$ cat src/rtl/mc_main_ctrl.sv
// Multi-cycle MIPS main control FSM.
// Drives datapath selects/strobes and the ALU control opcode/funct.
module mc_main_ctrl #(
  parameter int OP_W = 6,
  parameter int ST_W = 4
) (
  input  logic            clk_i,
  input  logic            rst_n,
  input  logic [OP_W-1:0] op_i,
  input  logic [OP_W-1:0] funct_i,
  input  logic            zero_i,
  input  logic            mem_ready_i,
  output logic [OP_W-1:0] ALU_op_o,
  output logic [OP_W-1:0] funct_o,
  output logic            pc_write_o,
  output logic            pc_write_cond_o,
  output logic            pc_src_o,
  output logic            i_or_d_o,
  output logic            mem_read_o,
  output logic            mem_write_o,
  output logic            ir_write_o,
  output logic            reg_write_o,
  output logic            reg_dst_o,
  output logic            mem_to_reg_o,
  output logic            alu_src_a_o,
  output logic [1:0]      alu_src_b_o,
  output logic            illegal_o,
  output logic [ST_W-1:0] state_o
);

  typedef enum logic [ST_W-1:0] {
    FETCH,
    DECODE,
    MEM_ADDR,
    MEM_READ,
    MEM_WB,
    MEM_WRITE,
    R_EXEC,
    R_WB,
    BRANCH,
    ADDI_EXEC,
    ADDI_WB,
    TRAP
  } state_t;

  localparam logic [OP_W-1:0] OP_R    = 6'b000000;
  localparam logic [OP_W-1:0] OP_LW   = 6'b100011;
  localparam logic [OP_W-1:0] OP_SW   = 6'b101011;
  localparam logic [OP_W-1:0] OP_BEQ  = 6'b000100;
  localparam logic [OP_W-1:0] OP_ADDI = 6'b001000;
  localparam logic [OP_W-1:0] ALU_ADD = 6'b001000;
  localparam logic [OP_W-1:0] ALU_SUB = 6'b000100;

  state_t          state, state_nx;
  logic [OP_W-1:0] funct_q;
  logic            pc_wr, pc_wr_c, m_rd, m_wr, ir_wr, rf_wr;

  // The branch decision is taken by the datapath from pc_write_cond.
  logic unused_zero;
  assign unused_zero = zero_i;

  always_ff @(posedge clk_i) begin
    if (!rst_n) begin
      state   <= FETCH;
      funct_q <= '0;
    end else begin
      state <= state_nx;
      if (state == DECODE)
        funct_q <= funct_i;
    end
  end

  always_comb begin
    state_nx     = FETCH;
    pc_wr        = 1'b0;
    pc_wr_c      = 1'b0;
    m_rd         = 1'b0;
    m_wr         = 1'b0;
    ir_wr        = 1'b0;
    rf_wr        = 1'b0;
    pc_src_o     = 1'b0;
    i_or_d_o     = 1'b0;
    reg_dst_o    = 1'b0;
    mem_to_reg_o = 1'b0;
    alu_src_a_o  = 1'b0;
    alu_src_b_o  = 2'b00;
    ALU_op_o     = ALU_ADD;
    funct_o      = '0;
    illegal_o    = 1'b0;
    unique case (state)
      FETCH: begin
        m_rd        = 1'b1;
        alu_src_b_o = 2'b01;
        pc_wr       = mem_ready_i;
        ir_wr       = mem_ready_i;
        state_nx    = mem_ready_i ? DECODE : FETCH;
      end
      DECODE: begin
        alu_src_b_o = 2'b11;
        if (op_i == OP_R)
          state_nx = R_EXEC;
        else if (op_i == OP_LW || op_i == OP_SW)
          state_nx = MEM_ADDR;
        else if (op_i == OP_BEQ)
          state_nx = BRANCH;
        else if (op_i == OP_ADDI)
          state_nx = ADDI_EXEC;
        else
          state_nx = TRAP;
      end
      R_EXEC: begin
        alu_src_a_o = 1'b1;
        ALU_op_o    = OP_R;
        funct_o     = funct_q;
        state_nx    = R_WB;
      end
      R_WB: begin
        rf_wr     = 1'b1;
        reg_dst_o = 1'b1;
      end
      MEM_ADDR: begin
        alu_src_a_o = 1'b1;
        alu_src_b_o = 2'b10;
        state_nx    = (op_i == OP_LW) ? MEM_READ : MEM_WRITE;
      end
      MEM_READ: begin
        m_rd     = 1'b1;
        i_or_d_o = 1'b1;
        state_nx = mem_ready_i ? MEM_WB : MEM_READ;
      end
      MEM_WB: begin
        rf_wr        = 1'b1;
        mem_to_reg_o = 1'b1;
      end
      MEM_WRITE: begin
        m_wr     = 1'b1;
        i_or_d_o = 1'b1;
        state_nx = mem_ready_i ? FETCH : MEM_WRITE;
      end
      BRANCH: begin
        alu_src_a_o = 1'b1;
        ALU_op_o    = ALU_SUB;
        pc_wr_c     = 1'b1;
        pc_src_o    = 1'b1;
      end
      ADDI_EXEC: begin
        alu_src_a_o = 1'b1;
        alu_src_b_o = 2'b10;
        state_nx    = ADDI_WB;
      end
      ADDI_WB: rf_wr = 1'b1;
      TRAP: begin
        illegal_o = 1'b1;
        state_nx  = TRAP;
      end
      default: state_nx = FETCH;
    endcase
  end

  // Strobes are held off for as long as reset is asserted.
  assign pc_write_o      = pc_wr & rst_n;
  assign pc_write_cond_o = pc_wr_c & rst_n;
  assign mem_read_o      = m_rd & rst_n;
  assign mem_write_o     = m_wr & rst_n;
  assign ir_write_o      = ir_wr & rst_n;
  assign reg_write_o     = rf_wr & rst_n;
  assign state_o         = state;

endmodule

$ cat config.mk
export PLATFORM = sky130hd
export DESIGN_NAME = mc_main_ctrl
export DESIGN_NICKNAME = d
export VERILOG_FILES = /design/src/rtl/mc_main_ctrl.sv
export SDC_FILE = /design/constraint.sdc
export NUM_CORES = 1
export LEC_CHECK = 0
export CAP_MARGIN = 5
export CORE_UTILIZATION = 36
export CTS_CLUSTER_DIAMETER = 100
export CTS_CLUSTER_SIZE = 12
export DETAILED_ROUTE_END_ITERATION = 10
export DONT_BUFFER_PORTS = 1
export PLACE_DENSITY_LB_ADDON = 0.3
export SYNTH_ARGS = -nofsm -noshare
export SYNTH_HDL_FRONTEND = slang
export SYNTH_SLANG_ARGS = --single-unit
$ cat constraint.sdc
create_clock -name clk_i -period 4.7 [get_ports clk_i]
set_clock_uncertainty 0.05 [all_clocks]
set_input_delay 0.705 -clock clk_i [delete_from_list [all_inputs] [get_ports clk_i]]
set_output_delay 0.705 -clock clk_i [all_outputs]
set_load 0.02 [all_outputs]
# --- Word-level counts from Yosys, hierarchy flattened ---
# Cells that the tools add are included.
word_totals:
  output_inout_bits: 30
  reg_bits: 10
  ramBits: 0
  in_bits: 16
  mem_bits_ro: 0
  mem_count: 0
  word_cells: 52
  latchBits: 0
op_classes:
  shifts: 0
  n_reduce_logical: 8
  mul: 0
  n_lt_le_gt_ge: 0
  n_eq_ne: 15
  muxes: 22
  bitwise_logic: 5
  n_addsub: 0
  n_div: 0
ops:
  columns: ["operator", "n"]
  rows:
  - ["4-bit case mux with 8 select lines", 1]
  - ["4-bit by 3-bit == test with 1-bit output (second input constant)", 4]
  - ["4-bit == test (second input constant)", 4]
  - ["6-bit == test (second input constant)", 2]
  - ["1-bit two-way mux", 11]
  - ["3-bit two-way mux", 3]
  - ["4-bit by 2-bit == test with 1-bit output (second input constant)", 2]
  - ["4-bit two-way mux", 2]
  - ["4-bit case mux with 2 select lines", 1]
  - ["6-bit by 3-bit == test with 1-bit output (second input constant)", 1]
  - ["6-bit by 4-bit == test with 1-bit output (second input constant)", 1]
  - ["6-bit logical NOT", 1]
  - ["6-bit two-way mux", 1]
  - ["2-bit case mux with 3 select lines", 1]
  - ["2-bit OR reduction", 3]
  - ["1-bit AND", 5]
  - ["4-bit by 1-bit == test with 1-bit output (second input constant)", 1]
  - ["4-bit logical NOT", 1]
  - ["2-bit two-way mux", 2]
  - ["4-bit OR reduction", 1]
  - ["3-bit OR reduction", 1]
  - ["1-bit logical OR", 1]

# --- Depth between registers and ports, before layout ---
# Gate-level depths: netlist of run 1.
depth:
  depth_word: 6
  ltp_mapped: 6
  mapped_depth_nobuf: 4

# --- Worst setup path before layout of run 1 ---
# OpenSTA, ideal clock, no wires.
synth_timing:
  path_kind: "reg-to-output"
  from: "reg state[3], in the netlist state_o[3]"
  to: "out ALU_op_o[3]"
  path_stages_with_launch: 5
  path_slack_ns: 2.296
  path_buffers: 1
  arrival_time_ns: 1.649
  required_ns: 3.945
  cell_sequence: "dfxtp_1 clkbuf_1 nand2b_1 nor3_1 nor2_1"
synth_via:
  elab_chain_cells: 2
  elab_cells_between_ends: 3
  classes_between: "eq/ne (2); mux (1)"
synth_lines:
  columns: ["item", "line", "text"]
  rows:
  - ["start, declared", "54", "state_t state, state_nx;"]
  - ["start signal, assigned", "67", "state <= state_nx;"]
  - ["4-bit == test / 4-bit by 3-bit == test with 1-bit output (equally long branches)", "90", "unique case (state)"]
  - ["4-bit case mux with 2 select lines (*)", "90", null]
  - ["end, declared", "13", "output logic [OP_W-1:0] ALU_op_o,"]
# Mark *: on every way between the ends. The rest lies on a longest branch, timed or not.

# --- Worst setup path in the final report of run 1 ---
layout_timing:
  from: "reg state[1], in the netlist state_o[1]"
  to: "out alu_src_b_o[1]"
layout_via:
  elab_chain_cells: 3
  elab_cells_between_ends: 6
  classes_between: "eq/ne (3); mux (1); reduce/logical (2)"
layout_lines:
  columns: ["item", "line", "text"]
  rows:
  - ["4-bit == test / 4-bit by 2-bit == test with 1-bit output (equally long branches)", "90", null]
  - ["2-bit OR reduction (no line)", null, null]
  - ["2-bit case mux with 3 select lines (*)", "90", null]
  - ["end, declared", "26", "output logic [1:0] alu_src_b_o,"]
# Marks and branches as above.

==> impl_metrics.csv, run 1 <==
group,metric,value,unit
logic_synthesis,post_synth_inst_count,104,
critical_path,crit_type,"register to output port",
logic_synthesis,yosys_most_used_dff,"dfxtp_1",
pwr,p_per_area,582,nW/um^2
clock_tree,cts-hold-fix-buffers,0,
layout,multi_input_comb_area,534,sq um
clock_tree,cts_tree,"done",
layout,num-fill-cells,226,
pwr,ir_worst_vdd,181,uV
floorplanning,die_y,49.3,um
timing,setup-violations-final,0,
global_routing,number_of_antenna_violations_at_the_first_check_in_global_routing,0,
layout,drive_above_1_share,0.111,
routing,dr_total_vias,721,
clock_tree,clk_pin_slew_worst_paths,50,ps
routing,postRouteWirelength,1790,um
layout,area.sequential,200,sq um
place,dp_hpwl,1360,um
floorplanning,row_count,16,
logic_synthesis,synth_sequential_area_ratio,0.248,
flow_run,max_cap_viol_count,0,
layout,layoutNonFillerInstCount,126,
critical_path,endpoint_type_of_the_worst_setup_path,"output port",
place,placed_cells,123,
global_routing,overflow,0,
floorplanning,core_region_area,2040,sq um
routing,detail_route.first_pass.iterations,4,
critical_path,crit_path_max_fanout,19,
critical_path,critical_path.startpoint_type,"register",
clock_tree,h-tree-depth,1,
timing,transition_time_at_the_pin_with_the_least_slew_margin,791,ps
clock_tree,cts_resized,0,
clock_tree,clk_path_buf_depth,2,
logic_synthesis,synth_cell_types,36,
layout,antenna-diode-count,0,
logic_synthesis,synth_edf_count,0,
pwr,power.leakage,0.315,nW
global_routing,wire_length_of_the_first_global_routing_pass,2940,um
layout,layout.cells.most_common,"nor2_1",
timing,achievable-frequency,0.359,GHz
logic_synthesis,synth_area,806,sq um
timing,final.setup.tns,0,ps
global_routing,grt_util_all_layers,0.155,
place,portBuffers,0,
routing,viasPerCell,5.72,
clock_tree,cts_made_buffers,3,
hold_path,hold_class,"register to register",
routing,drt-initial-drc-count,21,
logic_synthesis,yosys_register_bits,10,
timing,rsz0062_at_grt,"false",
status,outcome,"finished, final reports clean",
clock_tree,library_cell_used_as_clock_root_buffer,"clkbuf_4",
routing,detail-route-antenna-nets,0,
floorplanning,die_x,49.3,um
layout,mostFrequentLayoutCells,"17 x nor2_1, 10 x dfxtp_1, 7 x and2_1, 7 x nor3_1, 6 x mux2i_1",
global_routing,vias_in_the_first_global_route,655,
floorplanning,area_of_the_die,2430,sq um
timing,layout_min_cycle_time,2780,ps
critical_path,critPathRequiredTime,3940,ps
clock_tree,numClockSinks,10,
routing,drc,0,
floorplanning,io_pins,46,
global_routing,largest_net_degree_at_the_start_of_global_routing,20,
floorplanning,start_util,0.395,
clock_tree,buffer_count_from_post_cts_setup_fixing,0,
logic_synthesis,ys.warnings.count,0,
critical_path,critical_path_arrival,2030,ps
clock_tree,clock_latency,260,ps
logic_synthesis,synthesis.area_per_instance,7.75,sq um
layout,syn_to_final_growth,-0.932,%
routing,route.detailed.wl_per_inst,14.2,um
timing,finalMaxSlewViolations,0,
layout,num-nets-final,117,
timing,number_of_endpoints_with_negative_hold_slack_in_the_final_report,0,
timing,fin_crit_sh,0.592,
logic_synthesis,async_reset_ff_frac,0,
timing,max_slew_margin,0.472,
place,finalWeightedCongestion,0.736,
[path summary, 6_finish.rpt]
kind                                 start        endpoint  slack, ps  cells past startpoint
worst max-delay path            state_o[1]  alu_src_b_o[1]       1920                      3
worst min-delay path            funct_q[4]      funct_q[4]        430                      2
worst max register to register  state_o[0]      state_o[0]       2670                      4
worst min register to register  funct_q[4]      funct_q[4]        430                      2
[synth_stat cells, types with 3 or more instances]
| master | count | area, sq um |
|---|---|---|
| nor2_1 | 17 | 63.8 |
| dfxtp_1 | 10 | 200 |
| and2_1 | 7 | 43.8 |
| nor3_1 | 7 | 35.0 |
| mux2i_1 | 6 | 60.1 |
| a21oi_1 | 5 | 25.0 |
| buf_4 | 5 | 37.5 |
| nand2b_1 | 5 | 31.3 |
| a21oi_2 | 3 | 26.3 |
| clkbuf_1 | 3 | 11.3 |
| nand2_1 | 3 | 11.3 |
| o21ai_0 | 3 | 15.0 |
| xnor2_1 | 3 | 26.3 |
[cell type report]
class,instances,share of cell area
multi-input combinational,84,0.669
sequential,10,0.251
tap,27,0.0423
clock buffer,3,0.0282
inverter,2,0.00940
[cells by family after synthesis]
| family | synth area share |
|---|---|
| AO/OA/AOI/OAI | 0.162 |
| XOR/XNOR | 0.0326 |
| buffers and inverters | 0.102 |
| flip-flops | 0.248 |
| multiplexers | 0.0885 |
| other | 0.00465 |
| AND/OR/NAND/NOR | 0.362 |
[layer usage]
| metal | wire [um] | up-vias | GRT usage |
|---|---|---|---|
| li1 | - | 343 | - |
| met1 | 743 | 339 | 0.176 |
| met2 | 903 | 39 | 0.272 |
| met3 | 144 | 0 | 0.0530 |
| met4 | 0 | 0 | 0.0441 |
| met5 | 0 | - | 0 |
[metrics by stage]
step	utilization	setup slack [ps]	hold slack, ps	power, mW	area (sq um)
2_1_floorplan	-	2300	405	0.395	817
6_report	0.391	1920	430	0.465	798
3_5_place_dp	0.380	2190	426	0.410	776
4_1_cts	0.391	1910	439	0.467	798
3_3_place_gp	0.380	2210	417	0.404	776
5_1_grt	0.391	1720	472	0.503	798
[registers in the layout, indices dropped and copies added (netlist names)]
signal and cells:
funct_q 6, state_o 4
[worst max-delay path: stages (launching register included)]
cell and delay (ps):
dfxtp_1 830, nand2b_1 210, or2_1 310, a21oi_1 420
[report_power, final]
part           switching (mW)  leakage (nW)  total [mW]  internal (mW)
Combinational           0.153         0.219       0.238         0.0842
Sequential             0.0642        0.0818       0.173          0.108
Clock                  0.0250        0.0138      0.0544         0.0293
Power figures use the tool's default switching activity.
==> run 2, diff against run 1 <==
==> constraint.sdc (replaced) <==
create_clock -name clk_i -period 2.7 [get_ports clk_i]
set_clock_uncertainty 0.05 [all_clocks]
set_input_delay 0.405 -clock clk_i [delete_from_list [all_inputs] [get_ports clk_i]]
set_output_delay 0.405 -clock clk_i [all_outputs]
set_load 0.02 [all_outputs]
==> impl_metrics.csv, run 2 (synthesized netlist as in run 1, its figures left out) <==
group,metric,value,unit
timing,final.setup.tns,0,ps
routing,drt-initial-drc-count,24,
timing,rsz0062_at_grt,"false",
critical_path,timing.critical_path.max_delay_family,"simple AND/OR/NAND/NOR gates",
floorplanning,start_util,0.395,
timing,achievable-frequency,0.418,GHz
layout,mostFrequentLayoutCells,"17 x nor2_1, 10 x dfxtp_1, 7 x and2_1, 7 x nor3_1, 6 x mux2i_1",
pwr,sequential_power_share,0.328,
layout,layout.cells.most_common,"nor2_1",
timing,number_of_endpoints_with_negative_hold_slack_in_the_final_report,0,
routing,post_route_m1_wl,737,um
global_routing,number_of_antenna_violations_at_the_first_check_in_global_routing,0,
timing,transition_time_at_the_pin_with_the_least_slew_margin,661,ps
clock_tree,clk_path_buf_depth,2,
critical_path,endpoint_type_of_the_worst_setup_path,"output port",
routing,detail-route-antenna-nets,0,
pwr,switching_share,0.498,
critical_path,critPathRequiredTime,2250,ps
floorplanning,area_of_the_die,2430,sq um
critical_path,crit_type,"register to output port",
pwr,ir_worst_vdd,340,uV
pwr,power.internal,0.428,mW
layout,num-nets-final,119,
clock_tree,cts_resized,0,
global_routing,largest_net_degree_at_the_start_of_global_routing,17,
routing,viasPerCell,5.52,
critical_path,path_cells,"nand2b_1, nor2_1, and2_1",
place,portBuffers,0,
layout,antenna-diode-count,0,
hold_path,min_delay_path_depth,2,
timing,finalMaxSlewViolations,0,
pwr,power.leakage,0.332,nW
pwr,p_per_area,1030,nW/um^2
floorplanning,die_y,49.3,um
critical_path,worst_r2r_path_depth,4,
timing,setup-violations-final,0,
critical_path,reg2reg_setup_slack,740,ps
pwr,p_sw,0.424,mW
critical_path,crit_path_max_fanout,14,
clock_tree,clk_pin_slew_worst_paths,60,ps
place,finalWeightedCongestion,0.744,
critical_path,critical_path.slowest_cell,"dfxtp_1",
clock_tree,cts-hold-fix-buffers,0,
floorplanning,core_region_area,2040,sq um
clock_tree,h-tree-depth,1,
status,outcome,"finished, final reports clean",
floorplanning,row_count,16,
clock_tree,numClockSinks,10,
clock_tree,clock_latency,250,ps
routing,met3WireLength,140,um
routing,detail_route.first_pass.iterations,4,
global_routing,grt_util_all_layers,0.151,
clock_tree,buffer_count_from_post_cts_setup_fixing,0,
flow_run,max_cap_viol_count,0,
global_routing,overflow,0,
layout,largest_register_ffs,6,
critical_path,cp_num_cells,3,
pwr,pwr-share-comb,0.519,
floorplanning,io_pins,46,
floorplanning,die_x,49.3,um
critical_path,critical_path_arrival,1940,ps
hold_path,hold_class,"input pin to register",
global_routing,vias_in_the_first_global_route,622,
timing,fin_crit_sh,0.886,
layout,regMostFlops,"funct_q",
timing,layout_min_cycle_time,2390,ps
place,preCtsSetupSlack,566,ps
pwr,p_clk_frac,0.153,
clock_tree,library_cell_used_as_clock_root_buffer,"clkbuf_4",
routing,met2_wirelength,883,um
place,dp_hpwl,1330,um
timing,layout_setup_ws,309,ps
clock_tree,cts_tree,"done",
critical_path,critical_path.startpoint_type,"register",
layout,num-fill-cells,221,
routing,postRouteWirelength,1760,um
critical_path,critical_path.max_stage_delay,740,ps
layout,syn_to_final_growth,2.64,%
timing,max_slew_margin,0.555,
critical_path,worstPathBufferInverterCount,0,
clock_tree,cts_made_buffers,3,
routing,route.detailed.wl_per_inst,13.6,um
layout,drive_above_1_share,0.137,
routing,dr_total_vias,712,
routing,drc,0,
routing,top_signal_layer_used,"met3",
global_routing,wire_length_of_the_first_global_routing_pass,2800,um
-- run 2: cell types whose count changed in the layout (fill, tap and decap cells not counted), sizes merged --
cell	change
clkbuf	+1
buf	+2
-- run 2: layer usage --
metal / track usage / up-vias
met4: 0.0539 / 0
li1: - / 348
met1: 0.170 / 333
met2: 0.251 / 31
met3: 0.0623 / 0
met5: 0 / -
-- run 2: metrics by stage --
stage | hold slack (ps) | area, sq um | instances | utilization | total power [mW]
detailed placement | 426 | 791 | 125 | 0.387 | 0.727
CTS | 235 | 827 | 129 | 0.405 | 0.858
global placement | 417 | 791 | 125 | 0.387 | 0.719
finish | 240 | 827 | 129 | 0.405 | 0.852
global route | 224 | 827 | 129 | 0.405 | 0.916
floorplan | 405 | 817 | 107 | - | 0.687
-- run 2: path summary, 6_finish.rpt --
path	from	end
max reg2reg	state_o[0]	state_o[2]
min	funct_i[3]	funct_q[3]
max	state_o[2]	funct_o[2]
min reg2reg	funct_q[2]	funct_q[2]
-- run 2: layout make-up --
class,instances,area (sq um),share of cell area
inverters,2,7.51,0.00908
multi-input cells,84,534,0.646
well taps,27,33.8,0.0408
flip-flops and latches,10,200,0.242
clock buffers,4,36.3,0.0439
repair buffers,2,15.0,0.0182
-- run 2: power groups by stage --
stage,logic [mW],clock network [mW],registers [mW]
after floorplan,0.448,0,0.239
after global placement,0.437,0,0.282
after detailed placement,0.442,0,0.284
after CTS,0.444,0.134,0.281
after global routing,0.483,0.144,0.290
final,0.442,0.130,0.279
-- run 2: worst register-to-register path: cells and delay by family, from the launching register on --
kind / cells / cell delay (ps)
and+or+nand+nor: 2 / 920
DFF: 1 / 740
AOI/OAI and AO/OA: 2 / 190
